[src/rtl/reduction_signed_window_stats.sv]
// Windowed statistics over signed/unsigned byte pairs: saturating signed sum, predicate counts and sticky flags.
// Report valid the cycle after the WINDOW-th accept; in_ready only in ACCUM, report held until out_ready.
module reduction_signed_window_stats #(
  parameter int WINDOW = 8,
  parameter int SUM_W  = 12,
  localparam int CNT_W = $clog2(WINDOW + 1)
) (
  input  logic                    clk,
  input  logic                    rst_n,
  input  logic                    start,
  input  logic                    in_valid,
  output logic                    in_ready,
  input  logic [7:0]              signed_val,
  input  logic [7:0]              unsigned_val,
  output logic                    out_valid,
  input  logic                    out_ready,
  output logic signed [SUM_W-1:0] sum_out,
  output logic [CNT_W-1:0]        neg_count,
  output logic [CNT_W-1:0]        allones_count,
  output logic [CNT_W-1:0]        both_count,
  output logic                    any_nonzero,
  output logic                    saturated,
  output logic                    busy
);

  typedef enum logic [1:0] {
    S_IDLE   = 2'd0,
    S_ACCUM  = 2'd1,
    S_REPORT = 2'd2
  } state_t;

  localparam logic [CNT_W-1:0] LAST_IDX = CNT_W'(WINDOW - 1);

  state_t                  r_state;
  logic                    r_in_ready;
  logic                    r_out_valid;
  logic                    r_busy;
  logic                    r_any_nonzero;
  logic                    r_saturated;
  logic [CNT_W-1:0]        r_cnt;
  logic [CNT_W-1:0]        r_neg;
  logic [CNT_W-1:0]        r_allones;
  logic [CNT_W-1:0]        r_both;
  logic signed [SUM_W-1:0] r_sum;

  logic                    w_accept;
  logic                    w_is_neg;
  logic                    w_all_ones;
  logic                    w_ovf;
  logic signed [SUM_W:0]   w_ext;
  logic signed [SUM_W:0]   w_wide;
  logic signed [SUM_W-1:0] w_sum_next;

  assign w_accept   = in_valid & r_in_ready;
  assign w_is_neg   = signed_val[7];
  assign w_all_ones = &unsigned_val;

  // One guard bit is enough: the two top bits disagree exactly when the result left the SUM_W range.
  assign w_ext      = {{(SUM_W - 7){signed_val[7]}}, signed_val};
  assign w_wide     = {r_sum[SUM_W-1], r_sum} + w_ext;
  assign w_ovf      = w_wide[SUM_W] ^ w_wide[SUM_W-1];
  assign w_sum_next = !w_ovf        ? w_wide[SUM_W-1:0] :
                      w_wide[SUM_W] ? {1'b1, {(SUM_W - 1){1'b0}}} :
                                      {1'b0, {(SUM_W - 1){1'b1}}};

  always_ff @(posedge clk or negedge rst_n) begin
    if (!rst_n) begin
      r_state       <= S_IDLE;
      r_in_ready    <= 1'b0;
      r_out_valid   <= 1'b0;
      r_busy        <= 1'b0;
      r_any_nonzero <= 1'b0;
      r_saturated   <= 1'b0;
      r_cnt         <= '0;
      r_neg         <= '0;
      r_allones     <= '0;
      r_both        <= '0;
      r_sum         <= '0;
    end else begin
      case (r_state)
        S_IDLE: begin
          if (start) begin
            r_state       <= S_ACCUM;
            r_in_ready    <= 1'b1;
            r_busy        <= 1'b1;
            r_any_nonzero <= 1'b0;
            r_saturated   <= 1'b0;
            r_cnt         <= '0;
            r_neg         <= '0;
            r_allones     <= '0;
            r_both        <= '0;
            r_sum         <= '0;
          end
        end
        S_ACCUM: begin
          if (w_accept) begin
            r_sum         <= w_sum_next;
            r_saturated   <= r_saturated | w_ovf;
            r_any_nonzero <= r_any_nonzero | (|signed_val);
            r_neg         <= r_neg + CNT_W'(w_is_neg);
            r_allones     <= r_allones + CNT_W'(w_all_ones);
            r_both        <= r_both + CNT_W'(w_is_neg & w_all_ones);
            r_cnt         <= r_cnt + CNT_W'(1);
            if (r_cnt == LAST_IDX) begin
              r_state     <= S_REPORT;
              r_in_ready  <= 1'b0;
              r_out_valid <= 1'b1;
            end
          end
        end
        S_REPORT: begin
          if (out_ready) begin
            r_state     <= S_IDLE;
            r_out_valid <= 1'b0;
            r_busy      <= 1'b0;
          end
        end
        default: begin
          r_state     <= S_IDLE;
          r_in_ready  <= 1'b0;
          r_out_valid <= 1'b0;
          r_busy      <= 1'b0;
        end
      endcase
    end
  end

  assign in_ready      = r_in_ready;
  assign out_valid     = r_out_valid;
  assign busy          = r_busy;
  assign sum_out       = r_sum;
  assign neg_count     = r_neg;
  assign allones_count = r_allones;
  assign both_count    = r_both;
  assign any_nonzero   = r_any_nonzero;
  assign saturated     = r_saturated;

endmodule
[config.mk]
export PLATFORM = sky130hd
export DESIGN_NAME = reduction_signed_window_stats
export DESIGN_NICKNAME = d
export VERILOG_FILES = /design/src/rtl/reduction_signed_window_stats.sv
export SDC_FILE = /design/constraint.sdc
export NUM_CORES = 1
export LEC_CHECK = 0
export CORE_ASPECT_RATIO = 1.2
export CORE_MARGIN = 5
export CORE_UTILIZATION = 51
export DETAILED_ROUTE_END_ITERATION = 8
export GPL_TIMING_DRIVEN = 0
export PLACE_DENSITY_LB_ADDON = 0.3
export RECOVER_POWER = 100
export SLEW_MARGIN = 20
export SYNTH_ARGS = -nofsm -noshare
export SYNTH_HDL_FRONTEND = slang
export SYNTH_SLANG_ARGS = --single-unit
[constraint.sdc]
create_clock -name clk -period 2.54 [get_ports clk]
set_input_delay 0.508 -clock clk [delete_from_list [all_inputs] [get_ports clk]]
set_output_delay 0.508 -clock clk [all_outputs]
set_load 0.03 [all_outputs]
==> results.py <==
metrics = {
    "timing": {
        "finalCritPeriodShare_pct": 98.63,
        "tightest_slew_ns": 1.371,
        "hold_violations": 0,
        "setup_viol": 0,
        "slew_viol_final": 0,
        "period_minus_slack_ns": 2.505,
        "fmax_mhz": 399.2,
        "slew_headroom_pct": 8.591,
        "fin_worst_skew_ns": 0.007529,
    },
    "cts": {
        "clock_latency_ns": 0.29,
        "cts.path.max_buffers": 2,
        "htree_levels": 2,
        "cts_sinks": 35,
        "ctsHoldBuffers": 0,
        "clk_pin_slew_ns": 0.07,
        "cts_buffers": 5,
        "cts_tree": "built",
        "clockRootBuffer": "clkbuf_8",
    },
    "setup_path": {
        "cp_num_buf_inv": 1,
        "worst-setup-path-type": "in2reg",
        "rr_worst_depth": 8,
        "timing.rr.end": "sum_out[10]",
        "worstPathArrival_ns": 2.70,
        "end_kind": "register",
        "crit_family": "compound AO/OA/AOI/OAI gates",
        "slowest_delay_ns": 0.41,
        "path_cells": "dlygate4sd2_1, ha_4, fa_2, a211oi_4, o211ai_2, a2111o_1, o311ai_2, a31oi_1, o31ai_2",
        "path_depth": 9,
        "cp_max_fo": 3,
        "crit_path_top_delay_cell": "a2111o_1",
        "reg2reg_slack_ns": 0.07,
        "crit_path_end": "sum_out[10]",
        "r2r-start": "sum_out[0]",
        "crit_start": "signed_val[0]",
        "cp-start-kind": "input pin",
        "required_ns": 2.74,
    },
    "finish": {
        "area_growth_syn_to_layout_pct": 38.59,
        "fin_area_um2": 3312,
        "nets": 364,
        "fillers": 327,
        "diodes": 0,
        "drive_above_1_share_pct": 17.90,
        "finalNonFillerCells": 382,
    },
    "floorplan": {
        "die-area_um2": 6161,
        "die_h_um": 84.99,
        "core_area_um2": 4561,
        "num_rows": 27,
        "io_pins": 50,
        "die_w_um": 72.49,
        "initial_core_util_pct": 52.40,
    },
    "yosys": {
        "muxShareOfSynthArea_pct": 0,
        "synth_xor_area_share_pct": 5.131,
        "synth.net_count": 298,
        "synth_seq_area_share_pct": 36.65,
        "synth-compound-area-share_pct": 25.65,
        "yosysUniqueCellTypes": 51,
        "synth_edf_count": 0,
        "synthFlopType": "dfrtp_1",
        "synth_fa_ha_area_share_pct": 10.79,
        "synthArstFlopShare_pct": 100.0,
        "avgSynthCellArea_um2": 9.299,
        "netlist_area_um2": 2390,
        "synth-seq-cells": 35,
        "yosysWarnings": 0,
        "synth-simple-area-share_pct": 17.43,
        "synth_top_family_by_area": "compound AO/OA/AOI/OAI gates",
        "synth_cells": 257,
    },
    "global_route": {
        "grt_max_degree": 26,
        "grt_pass1_wl_um": 9660,
        "grt_pass1_vias": 2097,
        "overflow": 0,
        "antenna_found_initial": 0,
        "track_usage_pct": 19.91,
    },
    "pwr": {
        "power_w": 0.003498,
        "p_per_area_nw_per_um2": 1056,
        "leakage_nw": 1.478,
        "vdd_drop_max_uv": 552.6,
    },
    "route": {
        "drt_first_pass_iters": 5,
        "drtIter0Drc": 148,
        "route.detailed.wl_per_inst_um": 17.02,
        "antenna_left": 0,
        "vias_per_cell": 5.976,
        "vias": 2283,
        "drcViolationCount": 0,
        "wirelength_um": 6501,
    },
    "place": {
        "numPortBuffers": 49,
        "hpwl_um": 4396,
        "place_area_um2": 2968,
        "post-place-cells": 365,
        "gp_congestion": 0.7916,
    },
    "run_status": {
        "status": "finished clean",
    },
    "min_path": {
        "min_path_type": "in2async",
    },
    "job": {
        "cap_violations": 0,
    },
}
==> synthesized netlist by cell type (all sizes together) (2+ instances only) <==
library cell | number | area (um^2)
a2111oi | 2 | 17.52
a211oi | 4 | 50.05
a21o | 2 | 15.01
a21oi | 22 | 117.6
a31oi | 12 | 75.07
and2 | 2 | 12.51
and2b | 2 | 17.52
buf | 7 | 56.30
clkbuf | 4 | 25.02
dfrtp | 35 | 875.8
ha | 19 | 237.7
inv | 6 | 22.52
nand2 | 36 | 135.1
nand3 | 3 | 15.01
nand4 | 8 | 50.05
nor2 | 18 | 67.56
nor2b | 6 | 45.04
nor3 | 2 | 10.01
nor4 | 3 | 18.77
o211ai | 2 | 25.02
o21ai | 17 | 88.84
o21bai | 2 | 15.01
o22ai | 2 | 12.51
o311ai | 2 | 17.52
o31ai | 12 | 113.9
xnor2 | 6 | 52.55
xor2 | 8 | 70.07
==> cells by family (layout without fill, tap and decap cells) <==
| family | Yosys count | after routing |
|---|---|---|
| and+or+nand+nor | 86 | 86 |
| adders and majority gates | 20 | 20 |
| DFF | 35 | 35 |
| AOI/OAI and AO/OA | 85 | 85 |
| buffers and inverters | 17 | 84 |
| xor gates and xnor gates | 14 | 14 |
==> worst min path at each step <==
| stage | slack (ns) | cells after the start | from | to |
|---|---|---|---|---|
| finish | 0.17 | 1 | rst_n | allones_count[3] |
| CTS | 0.09 | 1 | rst_n | allones_count[3] |
| global route | 0.23 | 1 | rst_n | busy |
| global placement | 0.49 | 2 | any_nonzero | any_nonzero |
| floorplan | 0.21 | 0 | rst_n | allones_count[0] |
| detailed placement | 0.40 | 1 | rst_n | allones_count[3] |
==> registers in the layout (all words and copies together) (netlist names) <==
register / count
neg_count: 4
allones_count: 4
any_nonzero: 1
in_ready: 1
busy: 1
saturated: 1
sum_out: 12
r_state: 2
r_cnt: 4
both_count: 4
out_valid: 1
==> worst register-to-register path: cells and delay by family (launching register included) <==
family | cells | cell delay [ns]
adders and majority gates | 2 | 0.59
AOI/OAI and AO/OA | 6 | 1.33
DFF | 1 | 0.45
==> repair_timing <==
action	4_1_cts	5_1_grt
pin swaps	6	13
endpoints found under the setup margin	13	13
cloned	0	1
gates resized for setup	10	30
setup buffers	1	7
==> cell type report <==
type,instances,area [um^2],area share [%]
sequential,35,875.8,26.45
tap,58,72.57,2.191
multi-input combinational,205,1607,48.51
buffer,11,82.58,2.493
timing repair buffer,59,551.8,16.66
clock buffer,8,100.1,3.022
inverter,6,22.52,0.6800
==> power breakdown <==
| part | total (W) | internal (W) | switching, W |
|---|---|---|---|
| registers | 0.000851 | 0.000695 | 0.000156 |
| logic | 0.00220 | 0.000929 | 0.00127 |
| clock network | 0.000443 | 0.000247 | 0.000196 |
==> cells in the final DEF, fill, tap and decap left out, types with 6 or more instances in the layout <==
cell / count
o31ai_1: 9
nand2_1: 36
clkbuf_8: 8
clkdlybuf4s50_1: 13
clkbuf_1: 7
ha_4: 8
dlygate4sd3_1: 31
a21oi_1: 18
buf_4: 10
nand4_1: 8
xnor2_1: 6
xor2_1: 8
dfrtp_1: 35
nor2_1: 18
o21ai_0: 13
a31oi_1: 11
ha_1: 11
==> stage by stage <==
| stage | setup TNS, ns | hold WS, ns | setup slack (ns) | utilization (%) |
|---|---|---|---|---|
| floorplan | 0 | 0.2124 | 0.07105 | - |
| global placement | -7.286 | 0.4854 | -0.6174 | 64.75 |
| detailed placement | -7.770 | 0.3972 | -0.6458 | 65.08 |
| CTS | 0 | 0.08525 | 0.0002458 | 68.09 |
| global route | -0.1623 | 0.2298 | -0.05892 | 72.62 |
| finish | 0 | 0.1744 | 0.03478 | 72.62 |
==> layer usage <==
layer / share of wire (%) / wire, um / up-vias / GRT usage [%]
met3: 6.3 / 412 / 15 / 3.910
met2: 53 / 3439 / 97 / 35.54
met1: 38 / 2502 / 1087 / 23.12
li1: - / - / 1084 / -
met5: 0 / 0 / - / 0
met4: 2.2 / 146 / 0 / 7.550
Power figures use the tool's default switching activity.
==> RTL change, RTL diff (same settings) <==
`WINDOW`: 8 -> 16.
--- a/src/rtl/reduction_signed_window_stats.sv
+++ b/src/rtl/reduction_signed_window_stats.sv
@@ -3,3 +3,3 @@
 module reduction_signed_window_stats #(
-  parameter int WINDOW = 8,
+  parameter int WINDOW = 16,
   parameter int SUM_W  = 12,
Interface: changed (resized allones_count, both_count and neg_count); port bits go from 50 to 53. The function was not compared with the original's and may differ.
==> RTL change against the unedited design <==
Non-clock buffer count is 2 higher; cell area is 5.0% higher; worst setup slack better by 0.029 ns; global-route usage is 1.6 points higher; routed wire length is 4.3% higher; area after synthesis is 8.4% higher; sequential cell count is 4 higher; power is 32% higher; critical path type unchanged; critical endpoint is now sum_out[1].
==> RTL change: results (changes against the unedited design) <==
OUTCOME='finished clean'
YS_SEQ_AREA_SHARE_PCT=37.7  # +1.0 points
POST_LAYOUT_NONFILLER_INSTANCES=406  # +6.3%
SLEW_HEADROOM_PCT=19.2  # +11 points
MET1_USAGE_PCT=23.3  # +0.16 points
CRIT_FANOUT=5  # +2
TOTAL_LENGTH_OF_ROUTED_MET2_WIRES_UM=3680  # +7.0%
SKEW_NS=0.0112  # +0.00365 ns
SYNTHDISTINCTLIBCELLS=54  # +5.9%
GR-USAGE-ALL-LAYERS_PCT=21.6  # +1.6 points
ROUTED-WL-MET3_UM=298  # -28%
DETAIL_ROUTE.FIRST_PASS.ITERATIONS=4  # -1
SLOWEST_STAGE='sky130_fd_sc_hd__clkdlybuf4s50_1'
VIA_PER_INST=5.78  # -3.3%
NUMBER_OF_GLOBAL_ROUTE_VIAS_BEFORE_REPAIR=2422  # +15%
VDD.IR_DROP.WORST_uV=977  # +77%
SYNTH_COMMON_CELLS='sky130_fd_sc_hd__dfrtp_1, sky130_fd_sc_hd__nand2_1, sky130_fd_sc_hd__nor2_1, sky130_fd_sc_hd__ha_1'
FILLCELLCOUNT=395  # +21%
DPL.HPWL_UM=4610  # +4.9%
LEAKAGEPOWER_nW=1.55  # +4.9%
RRSETUPSLACK_NS=0.12  # +0.05 ns
WIRELENGTH_MET1_UM=2650  # +5.8%
GR-USAGE-MET2_PCT=39.7  # +4.2 points
GRT_PASS1_WL_UM=11000  # +14%
AVGROUTEDWIREPERCELL_UM=16.7  # -1.9%
SYNTH_TOP_CELLS_BY_AREA='sky130_fd_sc_hd__dfrtp_1, sky130_fd_sc_hd__ha_1, sky130_fd_sc_hd__nand2_1'
CRITPATHARRIVALTIME_NS=2.66  # -0.04 ns
SYN_NETS=318  # +6.7%
CLOCK_PATH_BUFFERS=2  # unchanged
MET3_USAGE_PCT=4.02  # +0.11 points
PLACE.DETAILED.INSTANCES=389  # +6.6%
GRT_MAX_DEGREE=27  # +3.8%
CP_SLOWEST_STAGE_DELAY_NS=0.44  # +0.03 ns
DR.FIRST_ITER.DRC_COUNT=86  # -42%
GP_CONGESTION=0.787  # -0.59%
DRIVE_ABOVE_1_SHARE_PCT=17.9  # about the same
[RTL change: cell count changes after synthesis, moves of 3 or more]
cell	delta
sky130_fd_sc_hd__nor2_1	+8
sky130_fd_sc_hd__a31oi_1	-12
sky130_fd_sc_hd__clkbuf_1	+3
sky130_fd_sc_hd__xor2_1	+6
sky130_fd_sc_hd__o21ai_1	+5
sky130_fd_sc_hd__a211oi_2	-3
sky130_fd_sc_hd__buf_6	-3
sky130_fd_sc_hd__a21oi_2	+8
sky130_fd_sc_hd__o31ai_1	-8
sky130_fd_sc_hd__dfrtp_1	+4
sky130_fd_sc_hd__and3_1	+4
sky130_fd_sc_hd__a21oi_1	-8
sky130_fd_sc_hd__nand3_1	+3
sky130_fd_sc_hd__o21ai_2	+9
[RTL change: per-stage QoR]
step	total power [mW]	hold slack (ns)	setup TNS (ns)	setup WS (ns)	cell area, um^2
after floorplan	3.02	0.212	0	0.160	2590
after global placement	3.71	0.457	-7.22	-0.531	3190
after detailed placement	3.77	0.446	-6.63	-0.557	3200
after CTS	4.60	0.126	0	0.0167	3440
after global routing	4.93	0.330	0	0.000309	3480
final	4.62	0.274	0	0.0639	3480
[RTL change: final timing paths]
| path | start | to | cells past startpoint |
|---|---|---|---|
| worst max-delay path | signed_val[2] | sum_out[1] | 10 |
| worst min-delay path | rst_n | sum_out[6] | 1 |
| worst max register to register | sum_out[0] | sum_out[1] | 10 |
| worst min register to register | r_cnt[4] | r_cnt[4] | 2 |
| max in group asynchronous | rst_n | sum_out[3] | 2 |
| min in group clk | r_cnt[4] | r_cnt[4] | 2 |
[RTL change: kinds of logic (layout without fill, tap and decap cells)]
group	Yosys count	after routing	share of synthesized area [%]
adders and majority gates	21	21	10.4
and+or+nand+nor	104	104	19.5
muxes	2	2	0.821
buffers and inverters	16	86	3.19
AOI/OAI and AO/OA	75	75	22.0
DFF	39	39	37.7
xor gates and xnor gates	19	19	6.42
[RTL change: what timing repair did]
action	in CTS	in global routing
setup buffers	4	3
cloned	2	0
gates resized for setup	26	7
pin swaps	5	1
setup endpoints to repair	13	12
hold buffers	0	0
[RTL change: where the power goes]
part	internal (mW)	total, mW	switching [mW]	leakage, nW
clock	0.293	0.532	0.239	0.0581
sequential	0.830	1.02	0.190	0.490
combinational	1.33	3.07	1.73	1.00
total	2.46	4.62	2.16	1.55
[RTL change: cell type report]
| class | count | area (um^2) | area share, % |
|---|---|---|---|
| plain buffers | 10 | 73.8 | 2.12 |
| clock buffers | 5 | 68.8 | 1.98 |
| clock inverters | 3 | 43.8 | 1.26 |
| inverters | 6 | 22.5 | 0.648 |
| multi-input cells | 221 | 1600 | 45.9 |
| flip-flops and latches | 39 | 976 | 28.1 |
| well taps | 60 | 75.1 | 2.16 |
| repair buffers | 62 | 622 | 17.9 |
